`src/rtl/sr_ff_pkg.sv`:
```
// rtl/sr_ff_pkg.sv - conflict-policy encodings and popcount helper shared by the SR flip-flop bank
package sr_ff_pkg;

  localparam int MODE_RST_DOM = 0;
  localparam int MODE_SET_DOM = 1;
  localparam int MODE_TOGGLE  = 2;
  localparam int MODE_HOLD    = 3;

  localparam int MAX_WIDTH = 64;
  localparam int PC_W      = 7;

  typedef struct packed {
    logic set_req;
    logic rst_req;
  } sr_req_t;

  function automatic logic [PC_W-1:0] popcount(input logic [MAX_WIDTH-1:0] v);
    logic [PC_W-1:0] n;
    n = '0;
    for (int i = 0; i < MAX_WIDTH; i++) begin
      n = n + PC_W'(v[i]);
    end
    return n;
  endfunction

endpackage

```
`src/rtl/sr_ff_cell.sv`:
```
// rtl/sr_ff_cell.sv - one SR channel: state bit, sticky conflict flag and rising-edge pulse
module sr_ff_cell
  import sr_ff_pkg::*;
#(
  parameter int   MODE    = MODE_RST_DOM,
  parameter logic RST_VAL = 1'b0
) (
  input  logic clk,
  input  logic rst,
  input  logic en,
  input  logic s,
  input  logic r,
  input  logic load,
  input  logic d,
  input  logic clr_conflict,
  output logic q,
  output logic conflict,
  output logic rise,
  output logic conflict_event
);

  logic    q_prev;
  logic    q_next;
  logic    both_q;
  sr_req_t req;

  assign req            = '{set_req: s, rst_req: r};
  assign conflict_event = en & s & r & ~load;

  // Resolution of s=r=1 is fixed at elaboration; only toggle/hold depend on state.
  always_comb begin
    case (MODE)
      MODE_SET_DOM: both_q = 1'b1;
      MODE_TOGGLE:  both_q = ~q;
      MODE_HOLD:    both_q = q;
      default:      both_q = 1'b0;
    endcase
  end

  always_comb begin
    q_next = q;
    if (load) begin
      q_next = d;
    end else if (en) begin
      case (req)
        2'b01:   q_next = 1'b0;
        2'b10:   q_next = 1'b1;
        2'b11:   q_next = both_q;
        default: q_next = q;
      endcase
    end
  end

  always_ff @(posedge clk or posedge rst) begin
    if (rst) begin
      q        <= RST_VAL;
      q_prev   <= RST_VAL;
      conflict <= 1'b0;
    end else begin
      q        <= q_next;
      q_prev   <= q;
      conflict <= conflict_event | (conflict & ~clr_conflict);
    end
  end

  assign rise = q & ~q_prev;

endmodule

```
`src/rtl/sr_ff_bank.sv`:
```
// rtl/sr_ff_bank.sv - bank of independent SR flip-flops with sticky conflict flags and a saturating conflict counter
module sr_ff_bank
  import sr_ff_pkg::*;
#(
  parameter int               WIDTH   = 8,
  parameter int               MODE    = MODE_RST_DOM,
  parameter logic [WIDTH-1:0] RST_VAL = {WIDTH{1'b0}},
  parameter int               CNT_W   = 8
) (
  input  logic             clk,
  input  logic             rst,
  input  logic [WIDTH-1:0] en,
  input  logic [WIDTH-1:0] s,
  input  logic [WIDTH-1:0] r,
  input  logic             load,
  input  logic [WIDTH-1:0] d,
  input  logic [WIDTH-1:0] clr_conflict,
  input  logic             cnt_clr,
  output logic [WIDTH-1:0] q,
  output logic [WIDTH-1:0] qn,
  output logic [WIDTH-1:0] conflict,
  output logic [CNT_W-1:0] conflict_cnt,
  output logic [WIDTH-1:0] rise
);

  localparam int SUM_W = CNT_W + 1;
  localparam int CMP_W = (SUM_W > PC_W) ? SUM_W : PC_W;
  localparam logic [SUM_W-1:0] CNT_MAX = {1'b0, {CNT_W{1'b1}}};

  if (MODE < MODE_RST_DOM || MODE > MODE_HOLD) begin : g_bad_mode
    $error("sr_ff_bank: MODE %0d is not a legal conflict policy", MODE);
  end

  if (WIDTH < 1 || WIDTH > MAX_WIDTH) begin : g_bad_width
    $error("sr_ff_bank: WIDTH %0d is out of range", WIDTH);
  end

  logic [WIDTH-1:0] events;

  for (genvar i = 0; i < WIDTH; i++) begin : g_ch
    sr_ff_cell #(
      .MODE    (MODE),
      .RST_VAL (RST_VAL[i])
    ) u_cell (
      .clk            (clk),
      .rst            (rst),
      .en             (en[i]),
      .s              (s[i]),
      .r              (r[i]),
      .load           (load),
      .d              (d[i]),
      .clr_conflict   (clr_conflict[i]),
      .q              (q[i]),
      .conflict       (conflict[i]),
      .rise           (rise[i]),
      .conflict_event (events[i])
    );
  end

  assign qn = ~q;

  logic [PC_W-1:0]  pc;
  logic [SUM_W-1:0] pc_sat;
  logic [SUM_W-1:0] base;
  logic [SUM_W-1:0] sum;
  logic [SUM_W-1:0] cnt_next;

  // Both addends are clipped to CNT_MAX, so the CNT_W+1 bit sum cannot overflow.
  always_comb begin
    pc       = popcount(MAX_WIDTH'(events));
    pc_sat   = (CMP_W'(pc) > CMP_W'(CNT_MAX)) ? CNT_MAX : SUM_W'(pc);
    base     = cnt_clr ? '0 : {1'b0, conflict_cnt};
    sum      = base + pc_sat;
    cnt_next = (sum > CNT_MAX) ? CNT_MAX : sum;
  end

  always_ff @(posedge clk or posedge rst) begin
    if (rst) begin
      conflict_cnt <= '0;
    end else begin
      conflict_cnt <= cnt_next[CNT_W-1:0];
    end
  end

endmodule
```
`config.mk`:
```
export PLATFORM = sky130hd
export DESIGN_NAME = sr_ff_bank
export DESIGN_NICKNAME = d
export VERILOG_FILES = /design/src/rtl/sr_ff_pkg.sv /design/src/rtl/sr_ff_cell.sv /design/src/rtl/sr_ff_bank.sv
export SDC_FILE = /design/constraint.sdc
export NUM_CORES = 1
export LEC_CHECK = 0
export CAP_MARGIN = 20
export CORE_MARGIN = 5
export CORE_UTILIZATION = 41
export CTS_CLUSTER_SIZE = 24
export DETAILED_ROUTE_END_ITERATION = 8
export PLACE_DENSITY = 0.8
export SLEW_MARGIN = 5
export SYNTH_ARGS = -nofsm -noshare
export SYNTH_HDL_FRONTEND = slang
export SYNTH_SLANG_ARGS = --single-unit
export TNS_END_PERCENT = 20
```
`constraint.sdc`:
```
create_clock -name clk -period 4.7 [get_ports clk]
set_clock_uncertainty 0.2 [all_clocks]
set_input_delay 0.705 -clock clk [delete_from_list [all_inputs] [get_ports clk]]
set_output_delay 0.705 -clock clk [all_outputs]
set_load 0.1 [all_outputs]
```
; ---- Word level (Yosys, flattened, before mapping)
; Index checks and enable logic that the tools add are counted.
[word_totals]
ff_bits = 32
latchBits = 0
ramBits = 0
romBits = 0
in_bits = 44
elab_cells = 182
memories = 0
[op_classes]
add_sub_neg = 8
n_mul = 0
div = 0
n_lt_le_gt_ge = 1
eq_ne = 24
shift = 0
mux = 26
n_bitwise = 66
reduce_logical = 32
[op_table]
columns = op, n
row1 = $and A1 B1 Y1, 40
row2 = $eq A2 B2 Y1 const B, 16
row3 = $reduce_bool A3 Y1, 8
row4 = $not A1 Y1, 17
row5 = $eq A2 B1 Y1 const B, 8
row6 = $mux W1, 16
row7 = $mux W8, 2
row8 = $pmux W1 S2, 8
row9 = $reduce_and A2 Y1, 8
row10 = $reduce_bool A2 Y1, 8
row11 = $reduce_or A2 Y1, 8
row12 = $add A8 B7 Y9, 1
row13 = $gt A9 B8 Y1 const B, 1
row14 = $not A8 Y8, 1
row15 = $or A1 B1 Y1, 8
row16 = $add A6 B1 Y7, 1
row17 = $add A7 B1 Y7, 1
row18 = $add A5 B1 Y6, 1
row19 = $add A4 B1 Y5, 1
row20 = $add A3 B1 Y4, 1
row21 = $add A2 B1 Y3, 1
row22 = $add A1 B1 Y2, 1

; ---- Longest topological paths before layout
[depth]
depth_word = 13
ltp_mapped = 13

; ---- By module
; A second synthesis with hierarchy kept.
[unflattened]
cells_unflattened = 176
area_unflattened_um2 = 1736.7
[modules_own_cells]
columns = mod, instances, cells_each, area_each_um2, seq_area_each_um2
row1 = sr_ff_cell, 8, 12, 128.9, 75.1
row2 = sr_ff_bank, 1, 80, 705.7, 200.2

; ---- Worst setup path after synthesis
; No wires, ideal clock.
[synth_path]
kind = register to register
from = reg conflict_cnt[0]
to = reg conflict_cnt[5]
setup_ns = 0.100
arrival_ns = 4.189
required_time_ns = 4.400
slack_ns = 0.211
path_stages_with_launch = 13
n_path_buf = 0
path_cell_list = dfrtp_1 -> nand2b_1 -> fa_1 -> fa_1 -> inv_1 -> fa_1 -> fa_1 -> inv_1 -> fa_1 -> nand2b_1 -> a21oi_4 -> nand4b_4 -> a311oi_1
[synth_via]
elab_chain_len = 4
[synth_lines]
columns = element, line
row1 = start: declaration, sr_ff_bank.sv:22  ; output logic [CNT_W-1:0] conflict_cnt,
row2 = start signal: assignment, sr_ff_bank.sv:81  ; conflict_cnt <= cnt_next[CNT_W-1:0];
row3 = $mux W8 *, sr_ff_bank.sv:72  ; base = cnt_clr ? '0 : {1'b0, conflict_cnt};
row4 = $add A8 B7 Y9 *, sr_ff_bank.sv:73  ; sum = base + pc_sat;
row5 = $gt A9 B8 Y1, sr_ff_bank.sv:74  ; cnt_next = (sum > CNT_MAX) ? CNT_MAX : sum;
row6 = $mux W8 *, sr_ff_bank.sv:74
row7 = named net cnt_next[5], sr_ff_bank.sv:66  ; logic [SUM_W-1:0] cnt_next;
; Mark *: on every way through the listed nets, which the timed path passes. The rest lies on a longest branch.
; A chain may end at the register's enable or synchronous reset.

; ---- Worst setup path in the final report
[layout_path]
from = in s[0]
to = reg conflict_cnt[5]
[layout_via]
elab_chain_len = 13
[layout_lines]
columns = element, line
row1 = start: declaration, sr_ff_bank.sv:13  ; input logic [WIDTH-1:0] s,
row2 = $and A1 B1 Y1 * (3 in series), sr_ff_cell.sv:28  ; assign conflict_event = en & s & r & ~load;
row3 = $add A1 B1 Y2 *, sr_ff_pkg.sv:21  ; n = n + PC_W'(v[i]);
row4 = $add A2 B1 Y3 *, sr_ff_pkg.sv:21
row5 = $add A3 B1 Y4 *, sr_ff_pkg.sv:21
row6 = $add A4 B1 Y5 *, sr_ff_pkg.sv:21
row7 = $add A5 B1 Y6 *, sr_ff_pkg.sv:21
row8 = $add A6 B1 Y7 *, sr_ff_pkg.sv:21
row9 = $add A7 B1 Y7 *, sr_ff_pkg.sv:21
row10 = $add A8 B7 Y9 *, sr_ff_bank.sv:73
row11 = $gt A9 B8 Y1, sr_ff_bank.sv:74
row12 = $mux W8 *, sr_ff_bank.sv:74
row13 = named net cnt_next[5], sr_ff_bank.sv:66
; Marks and branches as above.

==> flow_summary.ini <==
[synth]
synth-edff-count = 0
yosysTopAreaCellShare_pct = 44.32
synthCells = 173
synth-seq-area-share_pct = 44.32
synth_warnings = 0
ys.flop_type = dfrtp_1
synth_nets = 228
netlist_area_mm2 = 0.001807
yosys.area.top_type = dfrtp_1
ys_types = 30
syn_area_per_cell_um2 = 10.44
ys_seq_elements = 32
synth_area_leaders = dfrtp_1 (44%), buf_4 (10%), fa_1 (5.5%)
async_reset_ff_share_pct = 100.0

[hold_path]
min_from = g_ch[7].u_cell.q
hp-class = reg -> reg
min_to = g_ch[7].u_cell.q_prev
whs_path_depth = 0

[placement]
place_congestion = 0.7735
dp_hpwl_um = 3533
io_buffers = 83
place_area_mm2 = 0.002567

[route]
wirelength_um = 4296
drtPass1Iterations = 4
num_vias = 1440
wl_per_cell_um = 14.46
drc = 0
vias_per_cell = 4.848
ant_nets = 0
drt_iter0_drc = 72

[sta]
period_share_pct = 95.74
holdWs_ps = 226.2
rsz0062_at_grt = false
setup_violations = 0
worstMarginPinSlew_ps = 984.7
min_period_ps = 4500
relSlewSlack_pct = 34.15
hold_violations = 0
maxSlewViolCount = 0
fmax_ghz = 0.2222

[final_layout]
n_antenna_cell = 0
num-fill-cells = 366
layout.nets = 299
syn_to_final_growth_pct = 48.55
final_area_mm2 = 0.002684
drive_above_1_share_pct = 9.796
final_core_util_pct = 62.07

[setup_path]
cp.arrival_ps = 4490
rr_worst_depth = 12
r2r-start = conflict_cnt[0]
crit_type = in -> reg
worst_path_max_delay_cell = fa_1
r2r_end = conflict_cnt[5]
cp_common_cell = fa_1
critPathLaunchType = input port
r2r_slack_ps = 920
crit_chain = clkdlybuf4s50_1 -> nand4b_1 -> fa_1 -> fa_1 -> inv_1 -> fa_1 -> fa_2 -> inv_1 -> fa_2 -> nand2b_4 -> a21oi_4 -> nand4b_4 -> a311oi_2
worst-path-max-fanout = 4
max_stage_delay_ps = 570
cp-end-kind = register
worstPathRequired_ps = 4690

[global_route]
grt_max_degree = 33
antenna_found_initial = 0
grt_pass1_wl_um = 6720
grt_overflow = 0
track_usage_pct = 14.53
grt_pass1_vias = 1391

[clock_tree]
cts_max_path_buffers = 2
cts_tree = yes
clkTransAtPathRegs_ps = 70
clk-insertion-delay-late_ps = 280
cts_hold_buf = 0
ctsResizeCount = 0
clockRootBuffer = clkbuf_8
cts.sinks = 32
post-cts-setup-buffer-count = 0
htreeDepth = 2
cts_buffers = 5

[pwr]
power_frac_seq_pct = 32.7
pwr-share-comb_pct = 45.0
swShare_pct = 44.31
intPower_w = 0.0005403
p_leak_nw = 1.322
power.density_mw_per_mm2 = 361.5
clock_power_share_pct = 22.4
power_switching_w = 0.0004299
ir_drop_v = 0.0001951

[die]
fp.dieH_um = 76.38
die_x_um = 76.38
rows = 24
core_area_mm2 = 0.004324
die-area_mm2 = 0.005834
ios = 84
initial_utilization_pct = 41.78

[flow_run]
max-cap-violations = 0

[status]
run_status = finished clean
layout by cell type, fill, tap and decap left out, types with 3 or more instances in the layout:
| cell type | instances |
|---|---|
| a211oi_1 | 9 |
| a21o_1 | 13 |
| a21oi_1 | 11 |
| and4b_1 | 4 |
| buf_4 | 7 |
| clkbuf_8 | 6 |
| clkdlybuf4s50_1 | 81 |
| dfrtp_1 | 32 |
| fa_1 | 3 |
| ha_1 | 6 |
| inv_1 | 24 |
| nand4b_1 | 4 |
| nor2_1 | 10 |
| nor2b_1 | 3 |
| o21ai_0 | 6 |
logic make-up after synthesis:
logic type	share of synthesized area, %
flops	44.32
xor+xnor	0.4849
fa+ha+maj	9.695
mux	0.5540
simple gates	12.40
buf+inv	15.37
compound gates	17.17
cell usage after synthesis, types with 2 or more instances:
cell type	count
a211oi_1	9
a21o_1	13
a21oi_1	11
a311oi_1	2
and4b_1	4
buf_4	24
clkbuf_1	2
dfrtp_1	32
fa_1	5
ha_1	6
inv_1	24
nand2_1	2
nand2b_1	3
nand4b_1	4
nor2_1	10
nor2b_1	3
o21ai_0	6
registers in the layout, summed over array words and instances, names as in the netlist:
register	flops
g_ch.u_cell.q_prev	8
g_ch.u_cell.q	8
conflict_cnt	8
g_ch.u_cell.conflict	8
routing by layer:
layer	vias to the layer above	GRT usage (%)	wire, um
met3	9	5.319	318
met4	0	4.545	88
met5	-	0	0
met2	54	24.32	2160
li1	705	-	-
met1	672	17.31	1728
power by group through the flow:
stage,clock network [W],logic [W],registers (W)
after floorplan,0,0.000270,0.000384
after global placement,0,0.000433,0.000322
after detailed placement,0,0.000438,0.000322
after CTS,0.000224,0.000439,0.000317
after global routing,0.000241,0.000456,0.000321
final,0.000217,0.000436,0.000317
worst max-delay path by stage:
stage / start / end / slack, ps
after floorplan: conflict_cnt[0] / conflict_cnt[5] / 210
after global placement: load / conflict_cnt[5] / -80
final: s[0] / conflict_cnt[5] / 200
after detailed placement: load / conflict_cnt[5] / -250
after CTS: load / conflict_cnt[5] / 70
after global routing: s[0] / conflict_cnt[5] / 2
area by class of cell:
type	count	area, um^2	share of cell area (%)
clock buffers	6	82.58	3.077
flip-flops and latches	32	800.8	29.84
well taps	52	65.06	2.424
repair buffers	90	888.4	33.10
clock inverters	2	10.01	0.3730
multi-input cells	91	747.0	27.83
inverters	24	90.09	3.357
critical path: cells and delay by family:
family	cells	cell delay [ps]
adders and majority gates	5	2240
and+or+nand+nor	3	460
buffers and inverters	3	610
AOI/OAI and AO/OA	2	480
per-stage QoR:
stage / instances / power [W] / setup slack (ps) / setup TNS, ps
4_1_cts: 297 / 0.0009803 / 71.34 / 0
2_1_floorplan: 173 / 0.0006548 / 211.5 / 0
5_1_grt: 297 / 0.001017 / 2.487 / 0
3_5_place_dp: 289 / 0.0007605 / -247.4 / -930.9
6_report: 297 / 0.0009702 / 200.0 / 0
3_3_place_gp: 289 / 0.0007552 / -75.18 / -157.2
Note: power is estimated with default switching activity, not from simulation.
